**config.mk**
```make
export PLATFORM = sky130hd
export DESIGN_NAME = tunnel_map
export DESIGN_NICKNAME = d
export VERILOG_FILES = /design/src/rtl/dig_pkg.sv /design/src/rtl/tunnel_ram.sv /design/src/rtl/tunnel_map.sv
export SDC_FILE = /design/constraint.sdc
export NUM_CORES = 1
export LEC_CHECK = 0
export ABC_AREA = 1
export CAP_MARGIN = 20
export CORE_MARGIN = 3
export CORE_UTILIZATION = 50
export DETAILED_ROUTE_END_ITERATION = 6
export MAX_ROUTING_LAYER = met4
export PLACE_DENSITY = 0.74
export SETUP_SLACK_MARGIN = 0.5
export SLEW_MARGIN = 10
export SYNTH_ARGS = -nofsm -noshare
export SYNTH_HDL_FRONTEND = slang
export SYNTH_HIERARCHICAL = 1
export SYNTH_SLANG_ARGS = --single-unit
export TNS_END_PERCENT = 5
```
**constraint.sdc**
```tcl
create_clock -name Clk -period 18.5 [get_ports Clk]
set_input_delay 5.55 -clock Clk [delete_from_list [all_inputs] [get_ports Clk]]
set_output_delay 5.55 -clock Clk [all_outputs]
set_load 0.005 [all_outputs]
```
**src/rtl/dig_pkg.sv**
```systemverilog
// ============================================================================
//  dig_pkg : shared cell codes, grid sizes and scan FSM states for the
//            Digger playfield logic.
//  Revision: 1.0
// ============================================================================
`default_nettype none

package dig_pkg;
   localparam int GRID_W = 16;
   localparam int GRID_H = 16;
   localparam int CELL_W = 3;
   localparam int ADDR_W = 8;

   localparam logic [CELL_W-1:0] CELL_OPEN = 3'd0;
   localparam logic [CELL_W-1:0] CELL_DIRT = 3'd1;
   localparam logic [CELL_W-1:0] CELL_EDGE = 3'd2;

   typedef enum logic [2:0] {
      INIT = 3'd0,
      DRD  = 3'd1,
      DWR  = 3'd2,
      QU   = 3'd3,
      QD   = 3'd4,
      QL   = 3'd5,
      QR   = 3'd6,
      PUB  = 3'd7
   } state_t;
endpackage

`default_nettype wire

```
**src/rtl/tunnel_ram.sv**
```systemverilog
// ============================================================================
//  tunnel_ram : 256 x 3 single-port RAM, synchronous read, write-enable.
//  Revision: 1.0
// ============================================================================
`default_nettype none

module tunnel_ram
   import dig_pkg::*;
(
   input  logic              Clk,
   input  logic              we,
   input  logic [ADDR_W-1:0] addr,
   input  logic [CELL_W-1:0] wdata,
   output logic [CELL_W-1:0] rdata
);

   logic [CELL_W-1:0] mem [0:GRID_W*GRID_H-1];

   // Read-before-write; no reset so the array maps onto RAM primitives.
   always_ff @(posedge Clk) begin
      if (we)
         mem[addr] <= wdata;
      rdata <= mem[addr];
   end

endmodule

`default_nettype wire

```
**src/rtl/tunnel_map.sv**
```systemverilog
// ============================================================================
//  tunnel_map : playfield store; carves the digger cell and publishes the
//               gobblin's four neighbour codes once per 7-cycle scan.
//  Revision: 1.0
// ============================================================================
`default_nettype none

module tunnel_map
   import dig_pkg::*;
#(
   parameter logic [3:0] OPEN_ROW = 4'd0
)(
   input  logic              Clk,
   input  logic              rst,
   input  logic [3:0]        Digx,
   input  logic [3:0]        Digy,
   input  logic [3:0]        Gx,
   input  logic [3:0]        Gy,
   output logic [CELL_W-1:0] up,
   output logic [CELL_W-1:0] down,
   output logic [CELL_W-1:0] left,
   output logic [CELL_W-1:0] right,
   output logic              map_ready,
   output logic [8:0]        dug_count
);

   state_t            state;
   logic [ADDR_W-1:0] init_addr;
   logic [3:0]        dx, dy, gx, gy;
   logic [CELL_W-1:0] sh_up, sh_down, sh_left;

   logic              ram_we;
   logic [ADDR_W-1:0] ram_addr;
   logic [CELL_W-1:0] ram_wdata;
   logic [CELL_W-1:0] ram_rdata;

   logic              up_off, down_off, left_off, right_off;
   logic [3:0]        gx_dec, gx_inc, gy_dec, gy_inc;

   assign up_off    = (gx == 4'd0);
   assign down_off  = (gx == 4'd15);
   assign left_off  = (gy == 4'd0);
   assign right_off = (gy == 4'd15);
   assign gx_dec    = gx - 4'd1;
   assign gx_inc    = gx + 4'd1;
   assign gy_dec    = gy - 4'd1;
   assign gy_inc    = gy + 4'd1;

   // Off-grid neighbours park on the gobblin's own cell; the data is discarded.
   always_comb begin
      ram_we    = 1'b0;
      ram_addr  = {gx, gy};
      ram_wdata = CELL_OPEN;
      case (state)
         INIT: begin
            ram_we    = 1'b1;
            ram_addr  = init_addr;
            ram_wdata = (init_addr[7:4] == OPEN_ROW) ? CELL_OPEN : CELL_DIRT;
         end
         DRD:  ram_addr = {dx, dy};
         DWR: begin
            ram_we   = 1'b1;
            ram_addr = {dx, dy};
         end
         QU:      ram_addr = up_off    ? {gx, gy} : {gx_dec, gy};
         QD:      ram_addr = down_off  ? {gx, gy} : {gx_inc, gy};
         QL:      ram_addr = left_off  ? {gx, gy} : {gx, gy_dec};
         QR:      ram_addr = right_off ? {gx, gy} : {gx, gy_inc};
         default: ram_addr = {gx, gy};
      endcase
   end

   tunnel_ram u_ram (
      .Clk   (Clk),
      .we    (ram_we),
      .addr  (ram_addr),
      .wdata (ram_wdata),
      .rdata (ram_rdata)
   );

   always_ff @(posedge Clk) begin
      if (rst) begin
         state     <= INIT;
         init_addr <= '0;
         up        <= CELL_EDGE;
         down      <= CELL_EDGE;
         left      <= CELL_EDGE;
         right     <= CELL_EDGE;
         sh_up     <= CELL_EDGE;
         sh_down   <= CELL_EDGE;
         sh_left   <= CELL_EDGE;
         map_ready <= 1'b0;
         dug_count <= '0;
         dx        <= '0;
         dy        <= '0;
         gx        <= '0;
         gy        <= '0;
      end else begin
         case (state)
            INIT: begin
               init_addr <= init_addr + 8'd1;
               if (init_addr == 8'd255) begin
                  state     <= DRD;
                  map_ready <= 1'b1;
                  dx        <= Digx;
                  dy        <= Digy;
                  gx        <= Gx;
                  gy        <= Gy;
               end
            end
            DRD: state <= DWR;
            DWR: begin
               if (ram_rdata == CELL_DIRT && dug_count != 9'd256)
                  dug_count <= dug_count + 9'd1;
               state <= QU;
            end
            QU: state <= QD;
            QD: begin
               sh_up <= up_off ? CELL_EDGE : ram_rdata;
               state <= QL;
            end
            QL: begin
               sh_down <= down_off ? CELL_EDGE : ram_rdata;
               state   <= QR;
            end
            QR: begin
               sh_left <= left_off ? CELL_EDGE : ram_rdata;
               state   <= PUB;
            end
            PUB: begin
               up    <= sh_up;
               down  <= sh_down;
               left  <= sh_left;
               right <= right_off ? CELL_EDGE : ram_rdata;
               dx    <= Digx;
               dy    <= Digy;
               gx    <= Gx;
               gy    <= Gy;
               state <= DRD;
            end
            default: state <= INIT;
         endcase
      end
   end

endmodule

`default_nettype wire

```
# After elaboration in Yosys (flattened, before gate mapping)
# Memory sizes are Yosys's and may differ from the RTL's. A register that Yosys moved wholly into a read port is not among the register bits.
# Cells that the tools add are included.
# totals
reg_bits	61
ram_bits	256
elab_cells	71
n_memories	1
# classes
add_sub_neg	6
n_eq_ne	13
mux	24
reduce_logical	11
# memory_table
name	depth	word_bits	rd	rd_clocked_by_memory_dff	wr	line_no	rtl
u_ram.mem	256	1	1	1	1	tunnel_ram.sv:17	logic [CELL_W-1:0] mem [0:GRID_W*GRID_H-1];
# ops
operator	count
case mux 8 bit (6 select lines)	1
case mux 4 bit (2 select lines)	4
two-way mux 4 bit	6
case mux 3 bit (8 select lines)	1
two-way mux 8 bit	2
two-way mux 3 bit	5
== test 3 bit (second input constant)	4
zero test 4 bit	3
adder 9 x 1 -> 9 bit (second input constant)	1
inequality test 9 bit (second input constant)	1
adder 4 x 1 -> 4 bit (second input constant)	2
adder 8 x 1 -> 8 bit (second input constant)	1
== test 4 bit (second input constant)	2
== test 8 bit (second input constant)	1
subtractor 4 x 1 -> 4 bit (second input constant)	2
== test 3 x 1 -> 1 bit (second input constant)	2
== test 3 x 2 -> 1 bit (second input constant)	2
AND reduction 2 bit	3
two-way mux 1 bit	5
OR reduction 2 bit	2
zero test 3 bit	1
inequality test 2 bit (second input constant)	1
nonzero test 2 bit	1
logical AND 1 bit	1

# Logic depth before layout (Yosys ltp)
# Gate-level depths: netlist of run 1.
# logic_depth
ltp_word	5
mapped_depth	24
ltp_nobuf	20

# By module
# The synthesis of run 1 kept the hierarchy.
# modules_own_cells
module	instances	cells_each	area_per_inst_um2	seq_area_each_um2
tunnel_ram	1	3248	32763.9	23122.2
tunnel_map	1	507	3219.3	1161.1

# Worst setup path before layout of run 1
# No wires, ideal clock.
# synth_path
path_kind	register to register
from	reg state[0]
to	mem u_ram/mem[0][0] (netlist bit), data pin
setup_time_ns	1.577
arrival_ns	7.548
required_ns	16.923
setup_slack_ns	9.375
path_stages_with_launch	5
path_buffers	1
synth_period_minus_slack_ns	9.125
cell_sequence	dfxtp_1 -> buf_6 -> nor2_4 -> nand2_4 -> a21oi_1
# synth_via
elab_chain_len	2
# synth_lines
item	line_no	rtl
start, declared	tunnel_map.sv:27	state_t state;
start signal, assigned	tunnel_map.sv:83	state <= INIT;
start signal, assigned	tunnel_map.sv:103	state <= DRD;
start signal, assigned	tunnel_map.sv:111	DRD: state <= DWR;
zero test 3 bit	tunnel_map.sv:54	case (state)
two-way mux 1 bit	tunnel_map.sv:54	
net ram_wdata[0]	tunnel_map.sv:34	logic [CELL_W-1:0] ram_wdata;
end, declared	tunnel_ram.sv:17	
# The timed path passes the listed nets, and every way through them passes these cells.

# Worst setup path in the final report of run 1
# layout_path
from	reg dug_count[2]
to	out dug_count[2]
# layout_rtl
item	line_no	rtl
start, declared	tunnel_map.sv:24	output logic [8:0] dug_count
start signal, assigned	tunnel_map.sv:114	dug_count <= dug_count + 9'd1;
# No word-level cell between the ends.

==> impl_summary.md, run 1 <==
Global route
The number of global-route vias before repair is 24529. The remaining global-route overflow is 0. The number of antenna violations at the first check in global routing came to 0.

The first global-routing pass estimated 129.1 mm of wire. The largest net degree at the start of global routing is 186. The global routing usage summed across all routing layers is 22.90%.

Worst hold path
The startpoint identified for the worst hold timing path is map_ready$_SDFFE_PP0P_. The tightest min-delay check is of the reg -> reg type.

Die
For this configuration, the core starts out at a cell density of 50.94%. Pin placement for this block handled 40 I/O pins. The die area is 0.07522 sq mm. The standard cell core area is 0.07064 sq mm. The die extent in y is 274.3 um. The initialized floorplan defines 97 standard-cell rows. From left edge to right edge, the die measures 274.3 um.

Route
For this block, the routed nets add up to 82.43 mm of wire. After detailed routing, the number of remaining DRC violations is 0. The iteration-0 DRC count of the detailed router is 2274. The average wire length per cell after detail routing is 15.74 um. The pre-antenna-repair detailed-routing pass consisted of 6 iterations. The routed layout has 25484 vias.

The final antenna-violating net count is 0. Dividing the detail-routed via count by the number of cells gives 4.865.

Clock network
The CTS sink count is 829. The clock tree root driver cell is clkbuf_16. The clock insertion delay at the later pin of the skew report is 0.64 ns.

Counting the buffers created by CTS gives 85. The post-CTS setup repair buffer count is 0. TritonCTS built the clock tree. The number of hold buffers added after CTS was 0. In this run the number of H-tree levels came out at 3. The clock passes through at most 3 buffers. In this run, post-CTS repair resized a total of 0 instances. After clock tree synthesis, the clock-pin slew on the worst setup and hold paths is 0.06 ns.

Timing
The number of setup violations in the final report is 0. Setup repair after global routing left no endpoint under its margin. The final hold violation count was 0. Headroom to the max-slew limit came out at 21.43%. For the final database, setup skew stands at 0.02898 ns. The accumulated negative setup slack is 0 ns. The actual transition at the worst max-transition pin is 1.176 ns. The final cycle utilization of the critical path is 39.18%. The count of final max-slew check failures was 0. The clock period minus final worst setup slack is 7.249 ns.

Based on the critical path, the design can be clocked at up to 0.1380 GHz.

Logic synthesis
The biggest area contributor in the post-synthesis netlist is edfxtp_1. The number of warning messages in the yosys log is 6. For this run, the leading register cell type out of synthesis is edfxtp_1. Of the post-synthesis cell area, the dominant cell type holds 64.09%. The post-synthesis instance area is 0.03598 sq mm. In this run, synthesis produced a sequential element count of 829.

Yosys instantiated no cell more often than nand2_1. Ranked by instance count, the synthesized netlist is headed by nand2_1, edfxtp_1, nor2_1, nand3_1, buf_2. Synthesis handed over a netlist of 3755 instances. A synthesized cell averages 9.583 sq um. The number of library cell types mapped by synthesis is 32. Yosys mapped a number of flops with a built-in enable equal to 768. After synthesis, flip-flops and latches occupy 67.48% of the total area.

The post-synthesis async set-or-reset flop share is 0%. In the post-synthesis netlist, the biggest area contributors are edfxtp_1, nand2_1, nor2_1, dfxtp_1, nand3_1.

Cells and area
The relative area change from synthesis to final layout is 15.49%. For this run, the post-layout net count is 4257. The post-layout instance area is 0.04156 sq mm. Fill cells in the final layout number 5904. The number of antenna cells inserted is 0.

The proportion of layout cells with a drive suffix above 1 is 4.095%.

Place
The count of buffers inserted at the top-level ports is 39. The placed standard-cell area is 0.03887 sq mm. The final HPWL from detailed placement is 50.02 mm. The congestion estimate from routability-driven global placement came to 0.9151.

Worst setup path
The startpoint of the most critical setup path is dug_count[2]$_SDFFE_PP0P_. Counting cells, the worst reg-to-reg path comes to 19. The top cell family by delay on the critical path is buffers and inverters. The number of buffers and inverters on the critical path is 1. The arrival time at the worst endpoint is 1.70 ns. The largest single stage delay on the critical path is 0.56 ns. The signal on the critical path passes through clkdlybuf4s50_1. The end of the worst register-to-register path is u_ram/rdata[2]$_DFF_P_. The worst setup path endpoint is dug_count[2]. The worst setup path is of the reg -> out kind. The kind of end point of the critical path is an output pin. In this run the number of cells on the critical path is 1. The worst setup path is launched from a register. The slack of the worst reg-to-reg path is 13.58 ns. The startpoint identified for the worst register-to-register timing path is gy[0]$_SDFFE_PP0P_. For the worst setup path, the data required time is 12.95 ns.

The slowest cell on the critical path is clkdlybuf4s50_1. The peak fanout along the critical path is 10.

Flow run
The max-capacitance violation count is 0.

Power
The peak ir drop on the vdd network is 0.08326 mV. In this run the power density over the cells is 113.7 mW/mm^2. The total design power is 4.723 mW. For this design the static power due to leakage is 17.35 nW.

Run status
The run finished with clean final reports.
[worst min-delay path by stage]
stage,endpoint,cells after the start
final,map_ready$_SDFFE_PP0P_,2
after floorplan,left[1]$_SDFFE_PP1P_,2
after global placement,left[1]$_SDFFE_PP1P_,2
after detailed placement,map_ready$_SDFFE_PP0P_,2
after global routing,map_ready$_SDFFE_PP0P_,2
after CTS,map_ready$_SDFFE_PP0P_,2
[cells in the final DEF (no fill, tap or decap), types with 5 or more instances in the layout]
cell / synthesis / final
inv_1: 82 / 82
edfxtp_1: 768 / 768
o21ai_0: 35 / 35
nor2_4: 3 / 5
a21oi_1: 54 / 53
ha_1: 7 / 7
nor2_1: 380 / 378
clkbuf_16: 0 / 88
clkbuf_1: 60 / 21
buf_4: 2 / 30
nor2_2: 5 / 5
dfxtp_1: 61 / 61
conb_1: 1 / 512
clkinv_1: 0 / 16
inv_2: 7 / 5
o21ai_1: 57 / 57
nand2_1: 1940 / 1939
nand3_1: 139 / 138
bufinv_16: 0 / 5
clkdlybuf4s50_1: 0 / 39
clkinv_2: 0 / 12
[area by class of cell]
| cell class | count | area, sq um | share of cell area [%] |
|---|---|---|---|
| Clock buffer | 109 | 2281 | 5.489 |
| Multi-Input combinational cell | 3155 | 12420 | 29.89 |
| Inverter | 90 | 352.8 | 0.8491 |
| Sequential cell | 829 | 24280 | 58.43 |
| Tap cell | 940 | 1176 | 2.830 |
| Clock inverter | 44 | 380.4 | 0.9153 |
| Timing Repair Buffer | 71 | 663.1 | 1.596 |
[cell families (layout without fill, tap and decap cells)]
group	after synthesis	after routing	share of synthesized area (%)
AOI/OAI and AO/OA	150	150	2.104
xor gates and xnor gates	1	1	0.02434
adders and majority gates	7	7	0.2434
buffers and inverters	282	314	3.460
DFF	829	829	67.48
other	1	512	0.01042
and+or+nand+nor	2485	2485	26.67
[routing by layer]
layer  part of all wire [%]  vias up  GRT usage (%)
met4                    3.5        0          9.025
met5                      0        -              -
met2                     48      923          38.10
met3                    7.9      178          3.369
li1                       -    12654              -
met1                     40    11729          28.41
[power by group]
| group | switching [mW] | internal, mW |
|---|---|---|
| Clock | 0.690 | 0.941 |
| Combinational | 0.771 | 0.254 |
| Sequential | 0.0127 | 2.05 |
[sequential cells by signal, summed over array words and instances (netlist names)]
| register | flops |
|---|---|
| down | 3 |
| left | 3 |
| dx | 4 |
| gx | 4 |
| sh_up | 3 |
| dy | 4 |
| u_ram/rdata | 3 |
| gy | 4 |
| sh_left | 3 |
| u_ram/mem | 768 |
| map_ready | 1 |
| sh_down | 3 |
| right | 3 |
| state | 3 |
| up | 3 |
| dug_count | 9 |
| init_addr | 8 |
[stage by stage]
stage	utilization [%]	hold WS, ns	setup slack, ns	cells
final	58.83	0.4511	11.25	5238
after global placement	55.03	0.4409	10.67	5084
after CTS	58.79	0.4541	11.20	5237
after detailed placement	55.03	0.4458	10.66	5084
after global routing	58.83	0.4645	11.17	5238
after floorplan	-	0.4368	9.376	4266
Power figures use the tool's default switching activity.
==> inputs of run 2 (changes only) <==
- clock period: 18.5 -> 6.7 ns (I/O delays scaled with it)
==> run 2 against run 1 <==
  * Clock skew down 0.0098 ns
  * Clock power rose to 3.0 times the previous value
  * Sequential share of layout area down 0.37 points
  * Die area unchanged
  * Sequential power rose to 2.8 times the previous value
  * Cell count about the same
  * Hold slack better by 0.0014 ns
  * Count of clock-buffer cells in the layout down 9
  * Via count up 1.2%
==> impl_summary.md, run 2 (synthesized netlist as in run 1, its figures left out) <==
Run status
The flow ran to the end, and the final reports show no timing, DRC or antenna violations.

Worst setup path
The kind of end point of the critical path is a register. The slack of the worst reg-to-reg path is 2.15 ns. The critical path's largest stage delay is 0.72 ns. The endpoint identified for the worst register-to-register timing path is u_ram/rdata[1]$_DFF_P_.

Traced cell by cell, the critical path runs through inv_1 -> ha_1 -> nand3_1 -> nand2_1 -> a31oi_1 -> nand3_4 -> nand2_2 -> inv_2 -> buf_4 -> nand2_1 -> nand3_1 -> nand2_1 -> nand2_1 -> o21ai_1 -> nand2_1 -> nor2_1 -> nor2_1 -> nor2_1 -> nand2_1. Counting stages on the worst path, the most repeated cell is nand2_1. STA classifies the critical path startpoint as a register. The peak fanout along the critical path is 63. The critical path is of the reg -> reg type. The slowest stage of the critical path is the nand3_4 cell. Together, buffers and inverters on the worst path number 3. The worst-case reg-to-reg path depth is 19. At the worst endpoint, the required time is 7.21 ns. At the worst endpoint, the arrival time is 5.06 ns. Among cell families on the critical path, the largest total delay comes from simple AND/OR/NAND/NOR gates. In this run the critical register-to-register path is launched from gy[0]$_SDFFE_PP0P_.

Die
In this run the standard cell core region covers 0.07064 sq mm. The horizontal extent of the die is 274.3 um. The die extent in y is 274.3 um.

The die area is 0.07522 sq mm. For this design the top-level I/O count stands at 40. The starting density of the core is 50.94%. The floorplan has 97 rows.

Route
The detailed router placed 25790 vias in this run. The first-pass iteration count of the detailed router is 6. The met2 wire length is 38.97 mm. The highest metal layer carrying signal wires in the routed design is met4. The final wirelength is 83.16 mm. After detailed routing, the number of remaining DRC violations is 0.

After detailed routing, the average wire length per cell comes to 15.88 um. The count of nets left with antenna violations once routing finished came out at 0. The iteration-0 DRC count of the detailed router is 2171. The routed wire length on met3 is 7.552 mm. Using the TritonRoute via totals, the vias-per-cell ratio works out to 4.925.

In the final routing, the length of wire on met1 measures 33.41 mm.

Clock network
The clock tree root driver cell is clkbuf_16. TritonCTS built the clock tree. After clock tree synthesis, the setup repair step added 0 buffers.

At the later pin of the worst-skew pair, clock insertion delay measures 0.63 ns. In this run the number of H-tree levels came out at 3. The CTS sink count is 829. In this run, CTS created clock tree buffers numbering 85. The maximum root-to-sink buffer count is 3. The clock transition at the register clock pins on the worst setup and hold paths after CTS is 0.06 ns.

In this run, post-CTS repair resized a total of 0 instances. Buffers inserted to repair hold after CTS numbered 0.

Timing
Setup repair after global routing left no endpoint under its margin. The accumulated negative setup slack is 0 ns. The final critical-path setup slack is 2.149 ns. Measured against its own limit, the worst slew margin works out to 21.95%. Setup violations remaining at the end of the flow were counted as 0.

Counting I/O delays and the setup requirement, the final critical path takes 4.551 ns. The count of final max-slew check failures was 0. The maximum clock frequency is 0.2197 GHz. The final cycle utilization of the critical path is 67.93%. The final hold violation count is 0. The actual transition at the worst max-transition pin is 1.168 ns. The clock arrives with 0.01918 ns of skew.

Cells and area
The final net count is 4253. Of the cells placed in the final design, the portion with a size suffix greater than 1 is 4.236%. Compared with the post-synthesis result, the final layout area differs by 16.21%.

The flip-flop count of the largest register after layout is 768. Leaving out fill and tap cells, the most frequent cell in the layout is nand2_1. The register with the most flip-flops is u_ram/mem.

The largest registers in the layout are u_ram/mem x768, dug_count x9, init_addr x8. Fill cells in the final layout number 5857. The finished cells cover 0.04182 sq mm. In the layout the commonest cells are nand2_1, edfxtp_1, conb_1. 0 antenna diodes ended up in the layout.

Power
The total power divided by cell area is 322.5 mW/mm^2. Across the VDD grid, the largest voltage drop is 0.2742 mV. The static leakage is 17.49 nW.

Global route
Global routing used 23.01% of the available tracks across all layers. The first global-routing pass estimated 129.8 mm of wire. The number of global-route vias before repair is 24553. The number of antenna violations at the first check in global routing is 0. Entering global routing, the biggest net connects 197 pins. The remaining global-route overflow is 0.

Place
Timing analysis after detailed placement gives a worst setup slack of 2.268 ns. Summed over all nets, the half-perimeter wirelength after detailed placement is 51.02 mm. Once placement finished, the instance area stood at 0.03886 sq mm. The congestion estimate from routability-driven global placement came to 0.9042. The count of buffers inserted at the top-level ports is 39.

Worst hold path
The min-delay analysis places its worst path in the category reg -> reg. The worst hold path begins at map_ready$_SDFFE_PP0P_. The number of cells traversed by the worst hold path is 2. For hold timing, the worst endpoint is map_ready$_SDFFE_PP0P_.

Flow run
The max-capacitance violation count is 0.
## run 2: changes by cell type in the layout (fill, tap and decap cells not counted), moves of 2 or more
cell	before	now
clkinvlp_4	4	2
clkinv_4	3	1
clkinv_2	12	14
buf_4	30	23
inv_6	1	3
clkbuf_1	21	13
buf_16	1	3
bufinv_16	5	15
clkinv_1	16	18
## run 2: worst reg2reg max path: stages, from the launching register on
cell and delay [ns]:
dfxtp_1 0.40, inv_1 0.10, ha_1 0.24, nand3_1 0.24
nand2_1 0.08, a31oi_1 0.23, nand3_4 0.72, nand2_2 0.40
inv_2 0.36, buf_4 0.40, nand2_1 0.13, nand3_1 0.11
nand2_1 0.08, nand2_1 0.12, o21ai_1 0.19, nand2_1 0.11
nor2_1 0.15, nor2_1 0.07, nor2_1 0.25, nand2_1 0.08
## run 2: per-stage QoR
stage / std cells / hold slack (ns) / util (%) / power (mW)
finish: 5237 / 0.4525 / 59.20 / 13.48
global route: 5237 / 0.4804 / 59.20 / 14.14
CTS: 5235 / 0.4585 / 59.12 / 13.53
detailed placement: 5079 / 0.4429 / 55.02 / 8.634
global placement: 5078 / 0.4408 / 54.98 / 8.614
floorplan: 4266 / 0.4368 / - / 7.809
## run 2: cell type report
class / count / area, sq um / share of cell area (%)
Clock buffer: 100 / 2226 / 5.323
Sequential cell: 829 / 24280 / 58.07
Tap cell: 940 / 1176 / 2.813
Inverter: 90 / 352.8 / 0.8438
Clock inverter: 56 / 671.9 / 1.607
Multi-Input combinational cell: 3155 / 12420 / 29.70
Timing Repair Buffer: 67 / 685.7 / 1.640
## run 2: how the worst max path moves through the flow
| stage | start | to | slack, ns | cells after the start |
|---|---|---|---|---|
| final | gy[0]$_SDFFE_PP0P_ | u_ram/rdata[1]$_DFF_P_ | 2.15 | 19 |
| after global routing | gy[0]$_SDFFE_PP0P_ | u_ram/rdata[2]$_DFF_P_ | 1.79 | 19 |
| after CTS | gy[0]$_SDFFE_PP0P_ | u_ram/rdata[1]$_DFF_P_ | 2.20 | 19 |
| after detailed placement | gy[0]$_SDFFE_PP0P_ | u_ram/rdata[1]$_DFF_P_ | 2.27 | 19 |
| after global placement | gy[0]$_SDFFE_PP0P_ | u_ram/rdata[0]$_DFF_P_ | 2.30 | 19 |
| after floorplan | init_addr[6]$_SDFFE_PP0N_ | u_ram/mem[0][0]$_DFFE_PP_ | 1.23 | 2 |
## run 2: where the power goes
group / switching (mW) / total, mW / internal (mW)
combinational: 2.18 / 2.88 / 0.704
clock: 1.94 / 4.89 / 2.95
sequential: 0.0395 / 5.71 / 5.67
total: 4.16 / 13.5 / 9.33
## run 2: per-layer routing
metal  global-route usage (%)  vias up
met5                        -        -
met4                    9.248        0
li1                         -    12660
met2                    37.31      990
met3                    4.261      196
met1                    28.74    11944
